$ cat config.mk
export PLATFORM = sky130hd
export DESIGN_NAME = hamming_host_sequencer
export DESIGN_NICKNAME = d
export VERILOG_FILES = /design/src/rtl/hamming_host_sequencer.sv
export SDC_FILE = /design/constraint.sdc
export NUM_CORES = 1
export LEC_CHECK = 0
export ABC_CLOCK_PERIOD_IN_PS = 2550
export BUFFER_PORTS_ARGS = -buffer_cell sky130_fd_sc_hd__buf_4
export CAP_MARGIN = 20
export CORE_MARGIN = 2
export CORE_UTILIZATION = 35
export CTS_BUF_LIST = sky130_fd_sc_hd__clkbuf_4 sky130_fd_sc_hd__clkbuf_8 sky130_fd_sc_hd__clkbuf_16
export DETAILED_ROUTE_END_ITERATION = 7
export PLACE_DENSITY = 0.64
export SKIP_CTS_REPAIR_TIMING = 1
export SYNTH_ARGS = -nofsm -noshare
export SYNTH_HDL_FRONTEND = slang
export SYNTH_SLANG_ARGS = --single-unit
$ cat constraint.sdc
create_clock -name clk -period 2.55 [get_ports clk]
set_clock_uncertainty 0.2 [all_clocks]
set_input_delay 0.51 -clock clk [delete_from_list [all_inputs] [get_ports clk]]
set_output_delay 0.51 -clock clk [all_outputs]
set_load 0.02 [all_outputs]
$ cat src/rtl/hamming_host_sequencer.sv
`timescale 1ns/1ps
// Purpose : host-side initiator for the tt_um_hamming_top pin protocol (start, mode, data out; two result bytes in).
// Latency : pin_out=0x01 the cycle after accept; byte0/byte1 sampled 5+CAP_DLY / 6+CAP_DLY edges after accept; rsp_valid follows byte1.
// Backpr. : one request in flight; response held stable until rsp_ready, then GAP idle cycles before req_ready re-asserts.
//
// Ports:
//   clk, rst_n             clock, asynchronous active-low reset (shared with the chip)
//   req_valid/req_ready    request handshake; req_mode (0=encode, 1=decode), req_data[7:0]
//   rsp_valid/rsp_ready    response handshake; rsp_byte0, rsp_byte1, rsp_err
//   pin_out[7:0]           registered drive onto chip ui_in
//   pin_in[7:0]            chip uo_out
//   busy                   high from request accept until response handoff
module hamming_host_sequencer #(
  parameter int unsigned CAP_DLY = 0,
  parameter int unsigned GAP     = 1
) (
  input  logic       clk,
  input  logic       rst_n,
  input  logic       req_valid,
  output logic       req_ready,
  input  logic       req_mode,
  input  logic [7:0] req_data,
  output logic       rsp_valid,
  input  logic       rsp_ready,
  output logic [7:0] rsp_byte0,
  output logic [7:0] rsp_byte1,
  output logic       rsp_err,
  output logic [7:0] pin_out,
  input  logic [7:0] pin_in,
  output logic       busy
);

  // Shared counter for the WAIT and GAP phases; wide enough for CAP_DLY up to 255.
  localparam int unsigned CW = 8;

  typedef enum logic [3:0] {
    S_IDLE,
    S_START,
    S_MODE,
    S_DATA,
    S_WAIT,
    S_CAP0,
    S_CAP1,
    S_RESP,
    S_GAP
  } state_t;

  state_t        state;
  state_t        state_d;
  logic [CW-1:0] cnt;
  logic [CW-1:0] cnt_d;
  logic [7:0]    pin_d;
  logic          mode_q;
  logic [7:0]    data_q;
  logic          accept;

  assign req_ready = (state == S_IDLE);
  assign rsp_valid = (state == S_RESP);
  assign busy      = (state != S_IDLE) && (state != S_GAP);
  assign accept    = req_valid && req_ready;

  // Next-state logic.
  always_comb begin
    state_d = state;
    cnt_d   = cnt;
    case (state)
      S_IDLE:  if (req_valid) state_d = S_START;
      S_START: state_d = S_MODE;
      S_MODE:  state_d = S_DATA;
      S_DATA: begin
        state_d = S_WAIT;
        cnt_d   = '0;
      end
      // Pin round trip: one base cycle plus CAP_DLY pad/sync stages.
      S_WAIT: begin
        if (cnt == CW'(CAP_DLY)) state_d = S_CAP0;
        else                     cnt_d   = cnt + CW'(1);
      end
      S_CAP0: state_d = S_CAP1;
      S_CAP1: state_d = S_RESP;
      S_RESP: begin
        if (rsp_ready) begin
          if (GAP == 0) begin
            state_d = S_IDLE;
          end else begin
            state_d = S_GAP;
            cnt_d   = '0;
          end
        end
      end
      S_GAP: begin
        if (cnt == CW'(GAP - 1)) state_d = S_IDLE;
        else                     cnt_d   = cnt + CW'(1);
      end
      default: state_d = S_IDLE;
    endcase
  end

  // pin_out is registered alongside the state, so the value is chosen for the
  // state being entered. Anything outside START/MODE/DATA drives 0x00, which
  // keeps the chip from ever seeing a spurious start byte.
  always_comb begin
    pin_d = 8'h00;
    case (state_d)
      S_START: pin_d = 8'h01;
      S_MODE:  pin_d = {7'b0, mode_q};
      S_DATA:  pin_d = mode_q ? data_q : {4'h0, data_q[3:0]};
      default: pin_d = 8'h00;
    endcase
  end

  always_ff @(posedge clk or negedge rst_n) begin
    if (!rst_n) begin
      state     <= S_IDLE;
      cnt       <= '0;
      pin_out   <= 8'h00;
      mode_q    <= 1'b0;
      data_q    <= 8'h00;
      rsp_byte0 <= 8'h00;
      rsp_byte1 <= 8'h00;
      rsp_err   <= 1'b0;
    end else begin
      state   <= state_d;
      cnt     <= cnt_d;
      pin_out <= pin_d;
      if (accept) begin
        mode_q <= req_mode;
        data_q <= req_data;
      end
      if (state == S_CAP0) begin
        rsp_byte0 <= pin_in;
      end
      if (state == S_CAP1) begin
        rsp_byte1 <= pin_in;
        // Encode: the chip repeats the codeword, so both bytes must agree.
        // Decode: byte1 is {3'b0, syndrome, errors}; the top bits must be clear.
        rsp_err   <= mode_q ? (pin_in[7:5] != 3'b000) : (pin_in != rsp_byte0);
      end
    end
  end

  pin_idle_zero: assert property (@(posedge clk) disable iff (!rst_n)
    !(state inside {S_START, S_MODE, S_DATA}) |-> (pin_out == 8'h00));

  rsp_hold: assert property (@(posedge clk) disable iff (!rst_n)
    (rsp_valid && !rsp_ready) |=> (rsp_valid && $stable(rsp_byte0)
                                   && $stable(rsp_byte1) && $stable(rsp_err)));

endmodule

==> flow_summary.yaml <==
power_and_ir_drop:
  irDropWorstVdd_v: 0.000499
  p_leak_nw: 1.22
  p_sw_frac: 0.376
  combPwrFrac: 0.418
  net-switching-power_mw: 1.17
  power_density_nw_per_um2: 1180
  pwr-share-clk: 0.176
  p_int_mw: 1.95
  power.share.sequential: 0.406
  total_power_mw: 3.12
placement:
  io_buffers: 48
  dp_hpwl_um: 2850
  place_congestion: 0.803
  placed_area_um2: 2530
die:
  die_x_um: 81.6
  start_util: 0.358
  boundaryPins: 49
  fp.dieH_um: 81.6
  placementRows: 28
  design.core.area_um2: 5890
  die_area_um2: 6660
timing:
  slew_headroom: 0.599
  setup_viol: 0
  slew_viol_final: 0
  min_period_ns: 2.30
  hold_viol_final: 11
  tns_ns: 0
  worstMarginPinSlew_ns: 0.596
  min_period_over_period: 0.903
  rsz0062_at_grt: "false"
  hold_ws_ns: -0.00654
  fmax_ghz: 0.434
detailed_routing:
  viasPerCell: 4.96
  vias: 1454
  routedWlPerCell_um: 13.8
  drt_iter0_drc: 79
  routed_wl_um: 4050
  drtAntennaViolNets: 0
  drt_first_pass_iters: 4
  drc: 0
setup_path:
  reg2reg_slack_ns: 0.56
  crit_end: "rsp_valid"
  timing.rr.end: "rsp_err"
  reg2reg_depth: 4
  crit_start: "state[1]"
  crit_path_start_kind: "register"
  worstPathArrival_ns: 1.59
  worstPathRequired_ns: 1.84
  path_class: "register to primary output"
  crit_path_max_fanout: 11
  cp-end-kind: "primary output"
  rr_startpoint: "state[1]"
clock_tree:
  clk_pin_slew_ns: 0.09
  h-tree-depth: 2
  cts_tree: "built"
  numCtsBuffers: 5
  clock_sink_count: 46
  cts_buffer_depth: 2
  root_buffer: "clkbuf_8"
  clk_latency_ns: 0.30
outcome:
  status: "finished with violations"
  violations: "negative hold slack"
synthesis:
  yosys.area.top_type: "dfrtp_1"
  synth_nets: 191
  synth_compound_area_frac: 0.0481
  netlist_top_cells_area: "dfrtp_1 (55%), mux2_2 (12%), xnor2_1 (3.3%)"
  yosys.area_share.adder: 0.0119
  syn_inst: 168
  synth_top_cells_by_count: "dfrtp_1 (46), mux2_2 (22), nand2_1 (8), xnor2_1 (8), nor2_1 (7)"
  yosys.area_share.simple: 0.167
  synth_mux_area_frac: 0.163
  synth_top_family_by_area: "simple AND/OR/NAND/NOR gates"
  yosysSeqAreaShare: 0.546
  synth-edff-count: 0
  ys_types: 39
  ys.flop_type: "dfrtp_1"
  yosysTopAreaCellShare: 0.546
  synth_xor_xnor_area_share: 0.0374
  avgSynthCellArea_um2: 12.5
  netlist_area_um2: 2110
  synth.most_common_cell: "dfrtp_1"
  ys_seq_elements: 46
  async_flop_share: 1.00
  yosys_warnings: 0
global_routing:
  globalRouteTotalUtil: 0.131
  grt_pass1_vias: 1348
  globalRoute.totalOverflow: 0
  grt_max_degree: 47
  grt_pass1_wl_um: 6570
  grt_antenna_before_repair: 0
flow_run:
  drv_cap: 0
cells_and_area:
  nFillCells: 570
  fin_area_um2: 2640
  drive_above_1_share: 0.385
  area_growth_pct: 25.4
  seq_area_um2: 1150
  nNetsFinal: 240
  diodes: 0
  multi_input_comb_area_um2: 901
min_path:
  hp-class: "primary input to asynchronous set/reset pin"
per-layer routing:
metal | up-vias | routed length, µm | global-route usage
met5 | - | 0 | 0
met4 | 0 | 65 | 0.0600
met3 | 6 | 241 | 0.0418
met2 | 36 | 1870 | 0.195
met1 | 710 | 1870 | 0.175
li1 | 702 | - | -
area by class of cell:
class,instances,share of cell area
clock buffers,5,0.0261
repair buffers,48,0.136
clock inverters,3,0.0166
inverters,6,0.00853
flip-flops and latches,46,0.436
well taps,75,0.0355
multi-input cells,110,0.341
state kept, by name, indices dropped and copies added, names as in the netlist:
name / count
rsp_err: 1
state: 4
rsp_byte0: 8
pin_out: 8
cnt: 8
data_q: 8
mode_q: 1
rsp_byte1: 8
critical path, cell delays in order, from the launching register on:
cell and delay, ns:
dfrtp_1 0.63, nand2_1 0.25, nor2_1 0.23, buf_4 0.18
power groups by stage:
stage          Combinational (mW)  Clock (mW)  Sequential [mW]
2_1_floorplan               0.786           0             1.35
3_3_place_gp                 1.30           0             1.27
3_5_place_dp                 1.32           0             1.28
4_1_cts                      1.32       0.572             1.27
5_1_grt                      1.42       0.602             1.30
6_report                     1.30       0.550             1.27
metrics by stage:
stage	setup slack [ns]	hold slack [ns]	util	std cells
2_1_floorplan	0.743	0.0144	-	168
3_3_place_gp	0.600	0.256	0.430	285
3_5_place_dp	0.556	0.267	0.430	285
4_1_cts	0.258	0.0182	0.449	293
5_1_grt	0.111	0.0438	0.449	293
6_report	0.247	-0.00654	0.449	293
worst min-delay path by stage:
stage,start,endpoint,slack [ns]
finish,rst_n,cnt[4],-0.007
global route,rst_n,cnt[4],0.04
CTS,rst_n,rsp_byte1[1],0.02
detailed placement,data_q[2],pin_out[2],0.27
global placement,data_q[2],pin_out[2],0.26
floorplan,rst_n,cnt[0],0.01
cells in the final DEF, fill, tap and decap left out, types with 3 or more instances in the layout:
| cell type | n |
|---|---|
| and2_1 | 4 |
| and3_1 | 5 |
| buf_4 | 48 |
| clkbuf_8 | 5 |
| dfrtp_1 | 46 |
| inv_1 | 6 |
| mux2_1 | 4 |
| mux2_2 | 22 |
| mux2i_1 | 5 |
| nand2_1 | 8 |
| nand3_1 | 4 |
| nand4_1 | 4 |
| nor2_1 | 7 |
| nor3_1 | 3 |
| o211ai_1 | 3 |
| or4_1 | 3 |
| xnor2_1 | 8 |
cell families (layout without fill, tap and decap cells):
| logic type | count (synthesis) | in the layout |
|---|---|---|
| AND/OR/NAND/NOR | 55 | 55 |
| buffers and inverters | 12 | 62 |
| multiplexers | 31 | 31 |
| AO/OA/AOI/OAI | 13 | 13 |
| flip-flops | 46 | 46 |
| adder cells (fa/ha/maj) | 2 | 2 |
| XOR/XNOR | 9 | 9 |
Power figures use the tool's default switching activity.
